<file path="src/rtl/logic_hamr_pkg.sv">
// Shared constants for the logic-analyser HIRES display path: page bases,
// screen geometry and the trace writer state encoding.
package logic_hamr_pkg;

  localparam logic [15:0] HIRES_PAGE1 = 16'h2000;
  localparam logic [15:0] HIRES_PAGE2 = 16'h4000;
  localparam int          HIRES_ROWS  = 192;
  localparam int          HIRES_COLS  = 40;

  localparam logic [2:0] ST_IDLE   = 3'd0;
  localparam logic [2:0] ST_WAIT   = 3'd1;
  localparam logic [2:0] ST_WR_TOP = 3'd2;
  localparam logic [2:0] ST_WR_BOT = 3'd3;
  localparam logic [2:0] ST_DONE   = 3'd4;

endpackage

</file>
<file path="src/rtl/hires_addr.sv">
// Combinational Apple II HIRES address: interleaved row layout plus column.
// Shared by the trace writer and the display clear engine.
module hires_addr
  import logic_hamr_pkg::*;
(
  input  logic        page_sel,
  input  logic [7:0]  y,
  input  logic [5:0]  col,
  output logic [15:0] addr
);

  logic [15:0] base;
  logic [15:0] line_off;
  logic [15:0] group_off;
  logic [15:0] third_off;

  always_comb begin
    base      = page_sel ? HIRES_PAGE2 : HIRES_PAGE1;
    line_off  = {3'b000, y[2:0], 10'b0};
    group_off = {6'b0, y[5:3], 7'b0};
    // Each third of the screen starts 40 bytes further into the 128-byte group.
    third_off = 16'(y[7:6]) * 16'd40;
    addr      = base + line_off + group_off + third_off + {10'b0, col};
  end

endmodule

</file>
<file path="src/rtl/hires_trace_writer.sv">
// Writes one logic channel as a two-row HIRES trace: the byte on the top row,
// its inverse on the bottom row, buffered through a small FIFO.
module hires_trace_writer
  import logic_hamr_pkg::*;
#(
  parameter int FIFO_DEPTH = 4,
  parameter int TRACE_H    = 8,
  parameter int COLS       = HIRES_COLS
) (
  input  logic        clk,
  input  logic        rst_n,
  input  logic        start,
  input  logic        page_sel,
  input  logic [7:0]  top_row,
  input  logic [6:0]  byte_in,
  input  logic        byte_valid,
  output logic [15:0] mem_addr,
  output logic [7:0]  mem_data,
  output logic        mem_wr,
  input  logic        mem_ack,
  output logic        busy,
  output logic        done,
  output logic        overflow,
  output logic        cfg_err
);

  localparam int               PTR_W    = (FIFO_DEPTH > 1) ? $clog2(FIFO_DEPTH) : 1;
  localparam int               CNT_W    = PTR_W + 1;
  localparam logic [CNT_W-1:0] FULL_CNT = CNT_W'(FIFO_DEPTH);
  localparam logic [5:0]       LAST_COL = 6'(COLS);
  localparam logic [7:0]       TOP_MAX  = 8'(HIRES_ROWS - TRACE_H);
  localparam logic [7:0]       ROW_SPAN = 8'(TRACE_H - 1);

  logic [2:0]       state_q, state_d;
  logic [5:0]       col_q, col_d;
  logic             page_q, page_d;
  logic [7:0]       top_q, top_d;
  logic [6:0]       hold_q, hold_d;
  logic [PTR_W-1:0] rd_ptr_q, rd_ptr_d;
  logic [PTR_W-1:0] wr_ptr_q, wr_ptr_d;
  logic [CNT_W-1:0] count_q, count_d;
  logic             overflow_q, overflow_d;
  logic             cfg_err_q, cfg_err_d;

  logic [6:0]       fifo_mem [FIFO_DEPTH];
  logic             fifo_push, fifo_pop;
  logic             fifo_full, fifo_empty, in_trace;
  logic [7:0]       bot_row;
  logic [15:0]      addr_top, addr_bot;

  assign bot_row = top_q + ROW_SPAN;

  hires_addr u_addr_top (
    .page_sel (page_q),
    .y        (top_q),
    .col      (col_q),
    .addr     (addr_top)
  );

  hires_addr u_addr_bot (
    .page_sel (page_q),
    .y        (bot_row),
    .col      (col_q),
    .addr     (addr_bot)
  );

  always_comb begin
    // NOTE: every signal assigned here gets a default first so no path infers a latch.
    state_d    = state_q;
    col_d      = col_q;
    page_d     = page_q;
    top_d      = top_q;
    hold_d     = hold_q;
    rd_ptr_d   = rd_ptr_q;
    wr_ptr_d   = wr_ptr_q;
    count_d    = count_q;
    overflow_d = overflow_q;
    cfg_err_d  = cfg_err_q;
    fifo_push  = 1'b0;
    fifo_pop   = 1'b0;
    fifo_full  = (count_q == FULL_CNT);
    fifo_empty = (count_q == '0);
    in_trace   = (state_q == ST_WAIT) || (state_q == ST_WR_TOP) || (state_q == ST_WR_BOT);

    if (start) begin
      // Start wins over everything else: a byte or ack in the same cycle is dropped.
      col_d      = '0;
      rd_ptr_d   = '0;
      wr_ptr_d   = '0;
      count_d    = '0;
      overflow_d = 1'b0;
      if (top_row > TOP_MAX) begin
        cfg_err_d = 1'b1;
        state_d   = ST_IDLE;
      end else begin
        cfg_err_d = 1'b0;
        page_d    = page_sel;
        top_d     = top_row;
        state_d   = ST_WAIT;
      end
    end else begin
      fifo_pop = (state_q == ST_WAIT) && !fifo_empty;
      if (byte_valid && in_trace) begin
        if (!fifo_full || fifo_pop) fifo_push = 1'b1;
        else                        overflow_d = 1'b1;
      end

      case (state_q)
        ST_WAIT: begin
          if (fifo_pop) begin
            hold_d  = fifo_mem[rd_ptr_q];
            state_d = ST_WR_TOP;
          end
        end
        ST_WR_TOP: if (mem_ack) state_d = ST_WR_BOT;
        ST_WR_BOT: begin
          if (mem_ack) begin
            col_d   = col_q + 6'd1;
            state_d = (col_d == LAST_COL) ? ST_DONE : ST_WAIT;
          end
        end
        default: ;
      endcase

      if (fifo_push) wr_ptr_d = wr_ptr_q + PTR_W'(1);
      if (fifo_pop)  rd_ptr_d = rd_ptr_q + PTR_W'(1);
      case ({fifo_push, fifo_pop})
        2'b10:   count_d = count_q + CNT_W'(1);
        2'b01:   count_d = count_q - CNT_W'(1);
        default: ;
      endcase
    end
  end

  // NOTE: state flops use non-blocking assignments so every flop samples pre-edge values.
  always_ff @(posedge clk) begin
    if (!rst_n) begin
      state_q    <= ST_IDLE;
      col_q      <= '0;
      page_q     <= 1'b0;
      top_q      <= '0;
      hold_q     <= '0;
      rd_ptr_q   <= '0;
      wr_ptr_q   <= '0;
      count_q    <= '0;
      overflow_q <= 1'b0;
      cfg_err_q  <= 1'b0;
    end else begin
      state_q    <= state_d;
      col_q      <= col_d;
      page_q     <= page_d;
      top_q      <= top_d;
      hold_q     <= hold_d;
      rd_ptr_q   <= rd_ptr_d;
      wr_ptr_q   <= wr_ptr_d;
      count_q    <= count_d;
      overflow_q <= overflow_d;
      cfg_err_q  <= cfg_err_d;
    end
  end

  // NOTE: FIFO storage is not reset; the count gates every read so stale data is never used.
  always_ff @(posedge clk) begin
    if (fifo_push) fifo_mem[wr_ptr_q] <= byte_in;
  end

  always_comb begin
    mem_wr   = 1'b0;
    mem_addr = '0;
    mem_data = '0;
    case (state_q)
      ST_WR_TOP: begin
        mem_wr   = 1'b1;
        mem_addr = addr_top;
        mem_data = {1'b0, hold_q};
      end
      ST_WR_BOT: begin
        mem_wr   = 1'b1;
        mem_addr = addr_bot;
        mem_data = {1'b0, ~hold_q};
      end
      default: ;
    endcase
  end

  assign busy     = in_trace;
  assign done     = (state_q == ST_DONE);
  assign overflow = overflow_q;
  assign cfg_err  = cfg_err_q;

endmodule

</file>
<file path="config.mk">
export PLATFORM = sky130hd
export DESIGN_NAME = hires_trace_writer
export DESIGN_NICKNAME = d
export VERILOG_FILES = /design/src/rtl/logic_hamr_pkg.sv /design/src/rtl/hires_addr.sv /design/src/rtl/hires_trace_writer.sv
export SDC_FILE = /design/constraint.sdc
export NUM_CORES = 1
export LEC_CHECK = 0
export ABC_AREA = 1
export CORE_MARGIN = 4
export CORE_UTILIZATION = 64
export DETAILED_ROUTE_END_ITERATION = 10
export DONT_BUFFER_PORTS = 1
export PLACE_DENSITY = 0.83
export SETUP_SLACK_MARGIN = 0.5
export SLEW_MARGIN = 10
export SYNTH_ARGS = -nofsm -noshare
export SYNTH_HDL_FRONTEND = slang
export SYNTH_SLANG_ARGS = --single-unit
</file>
<file path="constraint.sdc">
create_clock -name clk -period 6 [get_ports clk]
set_input_delay 0.3 -clock clk [delete_from_list [all_inputs] [get_ports clk]]
set_output_delay 0.3 -clock clk [all_outputs]
set_load 0.01 [all_outputs]
</file>
==> metrics.csv, run 1 <==
metric;value;unit
status;completed;
wl_per_cell;13.7;um
overflow;0;
path_max_fanout;10;
highest-signal-layer;met4;
viasPerCell;5.54;
port_buffers;0;
ys_seq_area_frac;0.434;
drive_above_1_share;0.0879;
fin_skew;7.98;ps
antenna_found_initial;0;
cts_setup_buffers;0;
fp.dieH;82.0;um
finalHoldViolations;0;
clock_sinks;62;
initial_utilization;0.674;
syn-cell-area;0.00351;mm2
grt_pass1_wl;12.2;mm
cp_top_family;simple AND/OR/NAND/NOR gates;
placedInstanceArea;0.00352;mm2
cts_tree;yes;
dieArea;0.00673;mm2
worstSkewPairLatency;340;ps
vias;2911;
p_per_area;271;mW/mm2
hold_class;input port to register;
place_congestion;0.922;
final_cell_area;0.00377;mm2
p_leak;1.50;nW
timing.fmax;322;MHz
wl;7.17;mm
tns;0;ps
cts_max_path_buffers;2;
synth_cells;453;
drc_errors;0;
ir_drop;218;uV
gr-usage-all-layers;0.235;
post_cts_resized;0;
path_buf_inv;2;
rsz0062_at_grt;false;
grt_max_degree;21;
maxCapViolations;0;
setup_violations;0;
nFillCells;429;
area_growth;7.42;%
crit_top_cell;nand2_1;
dr.first_iter.drc_count;155;
hold_buffers;0;
ant_nets;0;
dp_hpwl;5.34;mm
row_count;26;
grt_pass1_vias;2773;
core;0.00520;mm2
fin_crit_sh;0.518;
htreeDepth;3;
dieWidth;82.0;um
synth_area_per_cell;7.74;um2
crit_chain;inv_2 -> ha_1 -> nand2_1 -> nand2_1 -> nor2_1 -> xor2_1 -> ha_1 -> fa_1 -> nand2_1 -> nand2_1 -> inv_1 -> nor2_4 -> nand3_1 -> nand2_1 -> nand2_1 -> o21ai_1;
clock-root-buffer;clkbuf_8;
critPathLaunchType;register;
diodes;0;
critPathMaxStageDelay;400;ps
worst_pin_slew;855;ps
cts_made_buffers;9;
synth-seq-cells;62;
m1WireLength;3.08;mm
slowest_stage;dfxtp_1;
routed-wl-met2;3.60;mm
ys_warn_count;0;
clkTransAtPathRegs;70;ps
ios;50;
drv_slew;0;
cp.arrival;2810;ps
first_pass_iters;4;
critPathCaptureType;primary output;
ys_types;33;
critPathKind;register to primary output;
wl_met3;407;um
max-slew-margin-rel;0.428;
period_needed;3110;ps
nNetsFinal;489;
critPathRequiredTime;5700;ps
## state kept, by name (all words and copies together) (netlist names), 2 cells and up
| signal | count |
|---|---|
| wr_ptr_q | 2 |
| count_q | 3 |
| hold_q | 7 |
| rd_ptr_q | 2 |
| top_q | 8 |
| fifo_mem | 28 |
| col_q | 6 |
| state_q | 3 |
## placed cells by master (no fill, tap or decap), types with 5 or more instances in the layout
cell type	synthesis	final
a21oi_1	21	21
a31oi_1	8	8
clkbuf_8	0	9
dfxtp_1	34	34
edfxtp_1	28	28
ha_1	15	15
inv_1	44	44
inv_2	8	8
nand2_1	73	73
nand3_1	32	32
nand4_1	5	5
nor2_1	65	65
nor2_2	5	5
nor2_4	5	5
nor3_1	6	6
o21ai_0	61	61
xor2_1	5	5
## stage by stage
stage	setup slack, ps	std cells	hold slack (ps)	total power (W)	utilization
after floorplan	3530	454	399	0.000567	-
after global placement	3360	509	380	0.000581	0.676
after detailed placement	3250	509	386	0.000585	0.676
after CTS	2870	525	11.8	0.00103	0.724
after global routing	2620	525	10.1	0.00107	0.724
final	2890	525	26.5	0.00102	0.724
## worst paths after layout
path | cells past startpoint | slack [ps] | start | endpoint
max | 16 | 2890 | top_q[0] | mem_addr[9]
min | 1 | 30 | start | overflow
max reg2reg | 8 | 3790 | state_q[1] | fifo_mem[3][2]
min reg2reg | 1 | 520 | wr_ptr_q[0] | wr_ptr_q[0]
## cells by family after synthesis
logic type / count (synthesis) / share of synthesized area
DFF: 62 / 0.434
other: 1 / 0.00107
xor gates and xnor gates: 6 / 0.0150
adders and majority gates: 18 / 0.0706
AOI/OAI and AO/OA: 100 / 0.150
buffers and inverters: 68 / 0.0788
and+or+nand+nor: 198 / 0.251
## power breakdown
group	switching [W]	internal (W)
sequential	0.0000146	0.000455
combinational	0.0000758	0.0000315
clock	0.000168	0.000277
## layout make-up
type	count	area [um2]	area share
clock buffers	9	124	0.0329
clock inverters	7	123	0.0325
inverters	53	199	0.0528
well taps	70	87.6	0.0232
multi-input cells	324	1710	0.455
flip-flops and latches	62	1520	0.404
## cells in the mapped netlist, drive strengths merged
master / number / area, um2
a21oi: 21 / 105
a22o: 2 / 17.5
a31oi: 8 / 50.1
buf: 7 / 46.3
clkbuf: 8 / 31.3
clkinv: 1 / 3.75
conb: 1 / 3.75
dfxtp: 34 / 681
edfxtp: 28 / 841
fa: 3 / 60.1
ha: 15 / 188
inv: 52 / 195
nand2: 77 / 299
nand3: 34 / 180
nand3b: 1 / 7.51
nand4: 5 / 31.3
nor2: 75 / 332
nor3: 6 / 30.0
o211ai: 1 / 7.51
o21a: 1 / 7.51
o21ai: 65 / 325
o22ai: 2 / 12.5
xnor2: 1 / 8.76
xor2: 5 / 43.8
## per-layer routing
layer	vias to the layer above	track usage
met5	-	0
met4	0	0.0681
met3	13	0.0735
met2	62	0.419
met1	1333	0.268
li1	1503	-
Power figures use the tool's default switching activity.
==> inputs of run 2 (changes only) <==
--- a/config.mk
+++ b/config.mk
@@ -7,10 +7,10 @@
 export LEC_CHECK = 0
 export ABC_AREA = 1
 export CORE_MARGIN = 4
-export CORE_UTILIZATION = 64
+export CORE_UTILIZATION = 57
 export DETAILED_ROUTE_END_ITERATION = 10
 export DONT_BUFFER_PORTS = 1
-export PLACE_DENSITY = 0.83
+export PLACE_DENSITY = 0.78
 export SETUP_SLACK_MARGIN = 0.5
 export SLEW_MARGIN = 10
 export SYNTH_ARGS = -nofsm -noshare
==> constraint.sdc (replaced) <==
create_clock -name clk -period 2.7 [get_ports clk]
set_input_delay 0.135 -clock clk [delete_from_list [all_inputs] [get_ports clk]]
set_output_delay 0.135 -clock clk [all_outputs]
set_load 0.01 [all_outputs]
==> run 2 against run 1 <==
Compared with the run above:
- sequential share of layout area is 4.0 points lower
- first-iteration DRC count is 19% higher
- utilization is 1.7 points lower
- cell area is 12% higher
- largest power group unchanged
==> metrics.csv, run 2 (same netlist as run 1, synthesis figures left out) <==
metric;value;unit
status;completed;
hold_class;input port to register;
dieWidth;86.4;um
drive_above_1_share;0.197;
row_count;28;
regMostFlops;fifo_mem;
ir_drop;506;uV
timing.fmax;383;MHz
reg_top3;fifo_mem: 28 flops, top_q: 8 flops, hold_q: 7 flops;
cts_tree;yes;
antenna_found_initial;0;
core;0.00596;mm2
place_congestion;0.889;
seq_area;0.00153;mm2
path_max_fanout;5;
htreeDepth;3;
final_common_cell;nand2_1;
dp_hpwl;5.57;mm
clock_sinks;62;
crit_chain;inv_6 -> ha_4 -> nand2_4 -> nand2_4 -> nor2_4 -> xor2_2 -> ha_2 -> fa_2 -> nand2_2 -> nand2_2 -> inv_2 -> nor2_4 -> nand2_2 -> nand2_1 -> nand2_1 -> o21ai_2;
cts_max_path_buffers;2;
worstSkewPairLatency;340;ps
ios;50;
dr.first_iter.drc_count;185;
gr-usage-all-layers;0.223;
largest_reg_flops;28;
p_leak;1.66;nW
most-common-layout-cells;nand2_1 (62), nor2_1 (59), o21ai_0 (59);
crit_top_cell;nand2_2;
dieArea;0.00747;mm2
setup_violations;0;
cts_made_buffers;9;
finalHoldViolations;0;
fin_crit_sh;0.968;
drc_errors;0;
grt_max_degree;20;
critPathCaptureType;primary output;
p_per_area;518;mW/mm2
wl_per_cell;14.5;um
vias;3081;
critPathKind;register to primary output;
cp.arrival;2480;ps
drv_slew;0;
initial_utilization;0.589;
period_needed;2610;ps
critPathMaxStageDelay;370;ps
ant_nets;0;
first_pass_iters;4;
grt_pass1_vias;2888;
clkTransAtPathRegs;70;ps
worst_pin_slew;834;ps
area_growth;19.9;%
nFillCells;459;
nNetsFinal;522;
overflow;0;
slowest_stage;dfxtp_4;
fp.dieH;86.4;um
critPathLaunchType;register;
grt_pass1_wl;13.3;mm
pre_cts_ws;298;ps
instances_no_fill;563;
max-slew-margin-rel;0.442;
viasPerCell;5.47;
multiInputGateArea;0.00189;mm2
path_buf_inv;2;
critPathRequiredTime;2570;ps
fin_skew;8.55;ps
clock-root-buffer;clkbuf_8;
cp_top_family;simple AND/OR/NAND/NOR gates;
wl;8.16;mm
rsz0062_at_grt;true;
diodes;0;
port_buffers;0;
dpl.cell_count;516;
finalWorstSetupSlack;87.6;ps
maxCapViolations;0;
hold_ws;2.91;ps
==> run 2: changes by cell type in the layout (fill, tap and decap cells not counted), sizes merged <==
cell	before	now
inv	52	53
buf	0	16
dlygate4sd3	0	17
clkinvlp	2	1
clkinv	3	5
bufinv	3	1
==> run 2: cell type report <==
type	instances	area share
flip-flops and latches	62	0.364
multi-input cells	324	0.449
inverters	53	0.0491
clock inverters	7	0.0175
clock buffers	9	0.0294
repair buffers	33	0.0690
well taps	75	0.0223
==> run 2: worst paths after layout <==
kind                                 start             end  slack, ps  depth (start not counted)
worst max-delay path              top_q[0]    mem_addr[11]         90                         16
worst min-delay path            top_row[5]        top_q[5]          3                          2
worst max register to register  state_q[1]  fifo_mem[1][6]        700                          8
worst min register to register    col_q[2]        col_q[2]        520                          2
==> run 2: where the power goes <==
| part | internal (W) | switching (W) | total, W |
|---|---|---|---|
| sequential | 0.00101 | 0.0000355 | 0.00105 |
| combinational | 0.000116 | 0.000208 | 0.000324 |
| clock | 0.000428 | 0.000380 | 0.000809 |
==> run 2: worst register-to-register path, stage by stage, from the launching register on <==
cell     delay, ps
dfxtp_1        370
inv_2           80
nor2_4         130
inv_2          100
nand2_2        120
nand2_1        130
nor2_4         190
nand2_1        190
nor2_2         350
==> run 2: metal layers <==
metal | wire, um | track usage | share of wire
met5 | 0 | 0 | 0
met3 | 445 | 0.0532 | 0.055
met4 | 225 | 0.0793 | 0.028
met2 | 4200 | 0.394 | 0.52
met1 | 3290 | 0.264 | 0.40
==> run 2: repair_timing <==
item | 4_1_cts | 5_1_grt
pin swaps | 10 | 8
resized for setup | 21 | 22
setup buffers | 8 | 6
hold buffers | 17 | 0
endpoints found under the setup margin | 11 | 39
endpoints found under the hold margin | 48 | 0
==> run 2: stage by stage <==
stage / total power [W] / util / area (um2) / setup TNS (ps)
floorplan: 0.00127 / - / 3550 / 0
global placement: 0.00130 / 0.601 / 3580 / 0
detailed placement: 0.00131 / 0.601 / 3580 / 0
CTS: 0.00216 / 0.684 / 4080 / 0
global route: 0.00229 / 0.706 / 4210 / -71.9
finish: 0.00218 / 0.706 / 4210 / 0
